--- src/rtl/seg_scan_display_if.sv ---
// Display bus between the upstream DHT-11 block and the seven-segment scanner:
// the display word, load strobe and flags go in; the anode and cathode drives come out.
interface seg_scan_display_if;
    logic [31:0] data_in;
    logic        load;
    logic [7:0]  dp_mask;
    logic        blink_en;
    logic [7:0]  an;
    logic [6:0]  seg;
    logic        dp;

    modport master (
        output data_in, load, dp_mask, blink_en,
        input  an, seg, dp
    );

    modport slave (
        input  data_in, load, dp_mask, blink_en,
        output an, seg, dp
    );
endinterface

--- src/rtl/seg_scan_display.sv ---
// Multiplexed 8-digit common-anode seven-segment scanner with a double-buffered
// BCD word, a blanking guard at the start of each digit slot, and alarm blinking.
//
// blink phase | meaning
// PH_ON       | anodes may be enabled
// PH_OFF      | all anodes forced off, scanning continues
module seg_scan_display #(
    parameter int CLK_HZ   = 100000000,
    parameter int SCAN_HZ  = 1000,
    parameter int GUARD    = 16,
    parameter int BLINK_HZ = 2
) (
    input logic              clk_in,
    input logic              rst,
    seg_scan_display_if.slave bus
);
    localparam int SCAN_DIV   = CLK_HZ / SCAN_HZ;
    localparam int BLINK_HALF = CLK_HZ / (2 * BLINK_HZ);
    localparam int SLOT_W     = (SCAN_DIV > 1) ? $clog2(SCAN_DIV) : 1;
    localparam int BLINK_W    = (BLINK_HALF > 1) ? $clog2(BLINK_HALF) : 1;

    typedef enum logic {
        PH_ON  = 1'b0,
        PH_OFF = 1'b1
    } phase_t;

    phase_t             phase, phase_nxt;
    logic [BLINK_W-1:0] blink_cnt, blink_cnt_nxt;
    logic [SLOT_W-1:0]  slot_cnt;
    logic [2:0]         digit_idx;
    logic [31:0]        shadow;
    logic [3:0]         nib;
    logic [6:0]         seg_nxt;
    logic [7:0]         an_nxt;
    logic               dp_nxt;

    always_ff @(posedge clk_in) begin
        if (rst) begin
            phase     <= PH_ON;
            blink_cnt <= '0;
        end else begin
            phase     <= phase_nxt;
            blink_cnt <= blink_cnt_nxt;
        end
    end

    always_comb begin
        phase_nxt     = phase;
        blink_cnt_nxt = blink_cnt;
        if (!bus.blink_en) begin
            blink_cnt_nxt = '0;
            phase_nxt     = PH_ON;
        end else if (blink_cnt == BLINK_W'(BLINK_HALF - 1)) begin
            blink_cnt_nxt = '0;
            phase_nxt     = (phase == PH_ON) ? PH_OFF : PH_ON;
        end else begin
            blink_cnt_nxt = blink_cnt + 1'b1;
        end
    end

    always_ff @(posedge clk_in) begin
        if (rst) begin
            shadow    <= 32'hFFFF_FFFF;
            slot_cnt  <= '0;
            digit_idx <= '0;
        end else begin
            if (bus.load)
                shadow <= bus.data_in;
            if (slot_cnt == SLOT_W'(SCAN_DIV - 1)) begin
                slot_cnt  <= '0;
                digit_idx <= digit_idx + 3'd1;
            end else begin
                slot_cnt <= slot_cnt + 1'b1;
            end
        end
    end

    assign nib = shadow[{digit_idx, 2'b00} +: 4];

    always_comb begin
        seg_nxt = 7'h7F;
        case (nib)
            4'h0: seg_nxt = 7'b1000000;
            4'h1: seg_nxt = 7'b1111001;
            4'h2: seg_nxt = 7'b0100100;
            4'h3: seg_nxt = 7'b0110000;
            4'h4: seg_nxt = 7'b0011001;
            4'h5: seg_nxt = 7'b0010010;
            4'h6: seg_nxt = 7'b0000010;
            4'h7: seg_nxt = 7'b1111000;
            4'h8: seg_nxt = 7'b0000000;
            4'h9: seg_nxt = 7'b0010000;
            4'hA: seg_nxt = 7'b0001000;
            4'hB: seg_nxt = 7'b0000011;
            4'hC: seg_nxt = 7'b1000110;
            4'hD: seg_nxt = 7'b0100001;
            4'hE: seg_nxt = 7'b0000110;
            default: seg_nxt = 7'b1111111;
        endcase
    end

    // A blank digit still lights its anode when only its decimal point is wanted.
    always_comb begin
        an_nxt = 8'hFF;
        dp_nxt = ~bus.dp_mask[digit_idx];
        if ((slot_cnt >= SLOT_W'(GUARD)) && (phase == PH_ON) &&
            ((nib != 4'hF) || bus.dp_mask[digit_idx]))
            an_nxt[digit_idx] = 1'b0;
    end

    always_ff @(posedge clk_in) begin
        if (rst) begin
            bus.an  <= 8'hFF;
            bus.seg <= 7'h7F;
            bus.dp  <= 1'b1;
        end else begin
            bus.an  <= an_nxt;
            bus.seg <= seg_nxt;
            bus.dp  <= dp_nxt;
        end
    end
endmodule

--- src/flat_wrapper.sv ---
// flat-port wrapper written by rule: the top's interface ports become plain ports
module seg_scan_display_flat 
#(
    parameter int CLK_HZ   = 100000000,
    parameter int SCAN_HZ  = 1000,
    parameter int GUARD    = 16,
    parameter int BLINK_HZ = 2
)
  (clk_in, rst, bus_data_in, bus_load, bus_dp_mask, bus_blink_en, bus_an, bus_seg, bus_dp);
  seg_scan_display_if bus_i ();
  input logic clk_in;
  input logic rst;
  input wire logic [$bits(bus_i.data_in)-1:0] bus_data_in;
  input wire logic [$bits(bus_i.load)-1:0] bus_load;
  input wire logic [$bits(bus_i.dp_mask)-1:0] bus_dp_mask;
  input wire logic [$bits(bus_i.blink_en)-1:0] bus_blink_en;
  output wire logic [$bits(bus_i.an)-1:0] bus_an;
  output wire logic [$bits(bus_i.seg)-1:0] bus_seg;
  output wire logic [$bits(bus_i.dp)-1:0] bus_dp;
  assign bus_i.data_in = bus_data_in;
  assign bus_i.load = bus_load;
  assign bus_i.dp_mask = bus_dp_mask;
  assign bus_i.blink_en = bus_blink_en;
  assign bus_an = bus_i.an;
  assign bus_seg = bus_i.seg;
  assign bus_dp = bus_i.dp;
  seg_scan_display #(.CLK_HZ(CLK_HZ), .SCAN_HZ(SCAN_HZ), .GUARD(GUARD), .BLINK_HZ(BLINK_HZ)) u_core (.clk_in(clk_in), .rst(rst), .bus(bus_i));
endmodule
--- config.mk ---
export PLATFORM = sky130hd
export DESIGN_NAME = seg_scan_display_flat
export DESIGN_NICKNAME = d
export VERILOG_FILES = /design/src/rtl/seg_scan_display_if.sv /design/src/rtl/seg_scan_display.sv /design/src/flat_wrapper.sv
export SDC_FILE = /design/constraint.sdc
export NUM_CORES = 1
export LEC_CHECK = 0
export ABC_AREA = 1
export CORE_MARGIN = 1
export CORE_UTILIZATION = 50
export CTS_BUF_LIST = sky130_fd_sc_hd__clkbuf_2 sky130_fd_sc_hd__clkbuf_4 sky130_fd_sc_hd__clkbuf_8
export CTS_CLUSTER_SIZE = 25
export DETAILED_ROUTE_END_ITERATION = 16
export DONT_BUFFER_PORTS = 1
export GPL_TIMING_DRIVEN = 0
export HOLD_SLACK_MARGIN = 0.08
export PLACE_DENSITY_LB_ADDON = 0.05
export RECOVER_POWER = 50
export SYNTH_ARGS = -nofsm -noshare
export SYNTH_HDL_FRONTEND = slang
export SYNTH_SLANG_ARGS = --single-unit
--- constraint.sdc ---
create_clock -name clk_in -period 2.15 [get_ports clk_in]
set_input_delay 0.215 -clock clk_in [delete_from_list [all_inputs] [get_ports clk_in]]
set_output_delay 0.215 -clock clk_in [all_outputs]
set_load 0.02 [all_outputs]
==> results.toml <==
[global_routing]
track_usage_pct = 23.25
grt_pass1_vias = 3894
grt_max_degree = 18
grt.overflow.total = 0
grt_pass1_wl_um = 17930
antenna_found_initial = 0

[setup_path]
endpoint_kind = "register"
cpMostUsedCell = "nand2_1"
cp-start-kind = "register"
crit_slowest_cell = "dfxtp_1"
critPathArrivalTime_ns = 2.26
path_cells = "buf_4 -> inv_2 -> nand2_1 -> nor2_2 -> nand2_1 -> nand2_1 -> nor2_4 -> nand2_2 -> inv_1 -> ha_1 -> inv_1 -> o21ai_0 -> nand3_1 -> nand2_1 -> nand2_1"
path_class = "register to register"
path_buf_inv = 4
cp_max_fo = 9
cp_data_required_time_ns = 2.41
crit_family = "simple AND/OR/NAND/NOR gates"
max_stage_delay_ns = 0.31

[yosys]
synth_top_area_share_pct = 40.89
async_reset_ff_share_pct = 0
syn_area_per_cell_um2 = 6.718
ys.flop_type = "dfxtp_1"
synth_area_um2 = 4602
ys_warn_count = 0
synth.yosys.seq_area_share_pct = 40.89
synth_cell_type_count = 30
yosysTopAreaCell = "dfxtp_1"
synth_nets = 739
ys_top_cells_by_area = "dfxtp_1 (41%), nand2_1 (17%), nand3_1 (7.1%)"
synth_seq_cells = 94
syn_inst = 685
synth_edf_count = 0

[cells_and_area]
mostFrequentLayoutCells = "nand2_1 (210), dfxtp_1 (92), nor2_1 (78), inv_1 (77), nand3_1 (65)"
final_layout_size_suffix_gt1_share_pct = 7.514
num_antenna_cells = 0
seq_area_um2 = 1884
fin_cells = 840
fillers = 855
syn_to_final_growth_pct = 15.52
nNetsFinal = 781
multiInputGateArea_um2 = 2330
layout_commonest_cell = "nand2_1"

[clocking]
cts_tree = "done"
cts_max_level = 3
path_clk_slew_ns = 0.10
numCtsBuffers = 9
post-cts-setup-buffers = 0
cts.sinks = 94
worst_skew_pair.late_latency_ns = 0.37
clockBufferDepth = 2
root_buffer = "clkbuf_8"

[run_status]
violations = "DRC"
status = "finished with violations"

[detailed_routing]
drt_iter0_drc = 133
drtPass1Iterations = 11
avgViaCountPerCell = 5.086
drc_errors = 4
drt_wl_total_um = 10660
wl_per_cell_um = 12.69
num_vias = 4272
final_antenna_net_count = 0

[pwr]
swShare_pct = 25.61
p_total_mw = 3.488
sequentialPowerShare_pct = 53.0
p_switching_mw = 0.8935
power.share.clock_pct = 38.4
p_leak_nw = 2.282
ir_worst_vdd_mv = 0.3816
combPwrFrac_pct = 8.6
p_per_area_nw_per_um2 = 656.1
intPower_mw = 2.595

[sta]
finalClockSkew_ns = 0.01303
period_needed_ns = 1.996
tightestPinTransition_ns = 0.6260
setup_tns_ns = 0
slew_viol_final = 0
setup_viol = 0
slew_headroom_pct = 58.27
rsz0062_at_grt = "false"
fmax_ghz = 0.5009
post-route-period-util_pct = 92.85
hold_viol_final = 0

[job]
drv_cap = 0

[die]
die_y_um = 97.94
pin_count = 60
die-area_um2 = 9591
die_w_um = 97.94
start_util_pct = 52.26
core-area_um2 = 8806
rows = 34

[place]
numPortBuffers = 0
gp_congestion = 0.8641
dp.cells = 793
place_hpwl_um = 7819

[min_path]
holdCritPathClass = "input pin to register"
==> sequential cells by signal (all words and copies together) (netlist names) <==
signal            cells
u_core.blink_cnt     25
u_core.bus.an         8
u_core.bus.dp         1
u_core.bus.seg        7
u_core.digit_idx      3
u_core.phase          1
u_core.shadow        32
u_core.slot_cnt      17
==> final timing paths <==
kind	startpoint	endpoint	slack (ns)	cells past startpoint
min reg2reg	u_core.blink_cnt[0]$_SDFF_PP0_	u_core.blink_cnt[0]$_SDFF_PP0_	0.45	1
min	bus_load	u_core.shadow[9]$_SDFFE_PP1P_	0.12	3
max	u_core.digit_idx[2]$_SDFFE_PP0P_	u_core.bus.seg[3]$_SDFF_PP1_	0.15	15
max reg2reg	u_core.digit_idx[2]$_SDFFE_PP0P_	u_core.bus.seg[3]$_SDFF_PP1_	0.15	15
==> metal layers <==
| layer | part of all wire, % | GRT usage (%) |
|---|---|---|
| met1 | 49 | 32.73 |
| met2 | 44 | 36.35 |
| met3 | 5.5 | 3.651 |
| met4 | 0.98 | 7.692 |
| met5 | 0 | 0 |
==> power by group through the flow <==
stage / logic [mW] / registers (mW) / clock network [mW]
after global routing: 0.342 / 1.85 / 1.43
after CTS: 0.296 / 1.85 / 1.36
final: 0.300 / 1.85 / 1.34
after detailed placement: 0.248 / 1.89 / 0
after global placement: 0.242 / 1.89 / 0
after floorplan: 0.194 / 1.88 / 0
==> synth_stat cells (all sizes together) (5+ instances only) <==
| master | count |
|---|---|
| o21ai | 24 |
| xnor2 | 5 |
| nand2 | 219 |
| nand3 | 65 |
| inv | 83 |
| nand4 | 6 |
| nor3 | 13 |
| buf | 9 |
| clkbuf | 11 |
| xor2 | 9 |
| a21oi | 35 |
| ha | 10 |
| dfxtp | 94 |
| nor2 | 91 |
==> repair_timing <==
item                                    4_1_cts  5_1_grt
hold buffers                                 32        0
resized for setup                             2       18
endpoints found under the setup margin        3       15
pin swaps                                     0        1
endpoints found under the hold margin        32        0
==> area by class of cell <==
cell class / instances / share of cell area [%]
Clock inverter: 7 / 1.906
Sequential cell: 94 / 35.44
Buffer: 19 / 1.977
Inverter: 83 / 5.954
Tap cell: 108 / 2.542
Clock buffer: 9 / 2.330
Timing Repair Buffer: 32 / 6.025
Multi-Input combinational cell: 488 / 43.82
==> tightest hold or removal path, stage by stage <==
cell and delay [ns]:
inv_1 0.10, nand2_1 0.09, nand3_1 0.05
==> logic make-up after synthesis <==
group,Yosys count,synth area share [%]
simple gates,403,37.93
flops,94,40.89
buf+inv,103,9.081
fa+ha+maj,10,2.719
xor+xnor,14,2.665
compound gates,61,6.716
==> through the flow <==
stage	worst slack (ns)	area (um^2)	util [%]	hold WS, ns
2_1_floorplan	0.3761	4602	-	0.3375
3_3_place_gp	-0.03916	4737	53.79	0.3436
3_5_place_dp	-0.04611	4737	53.79	0.3462
4_1_cts	0.01152	5283	59.99	0.1317
5_1_grt	0.005699	5316	60.37	0.1336
6_report	0.1537	5316	60.37	0.1247
No activity file was read; power rests on OpenSTA's default activity.
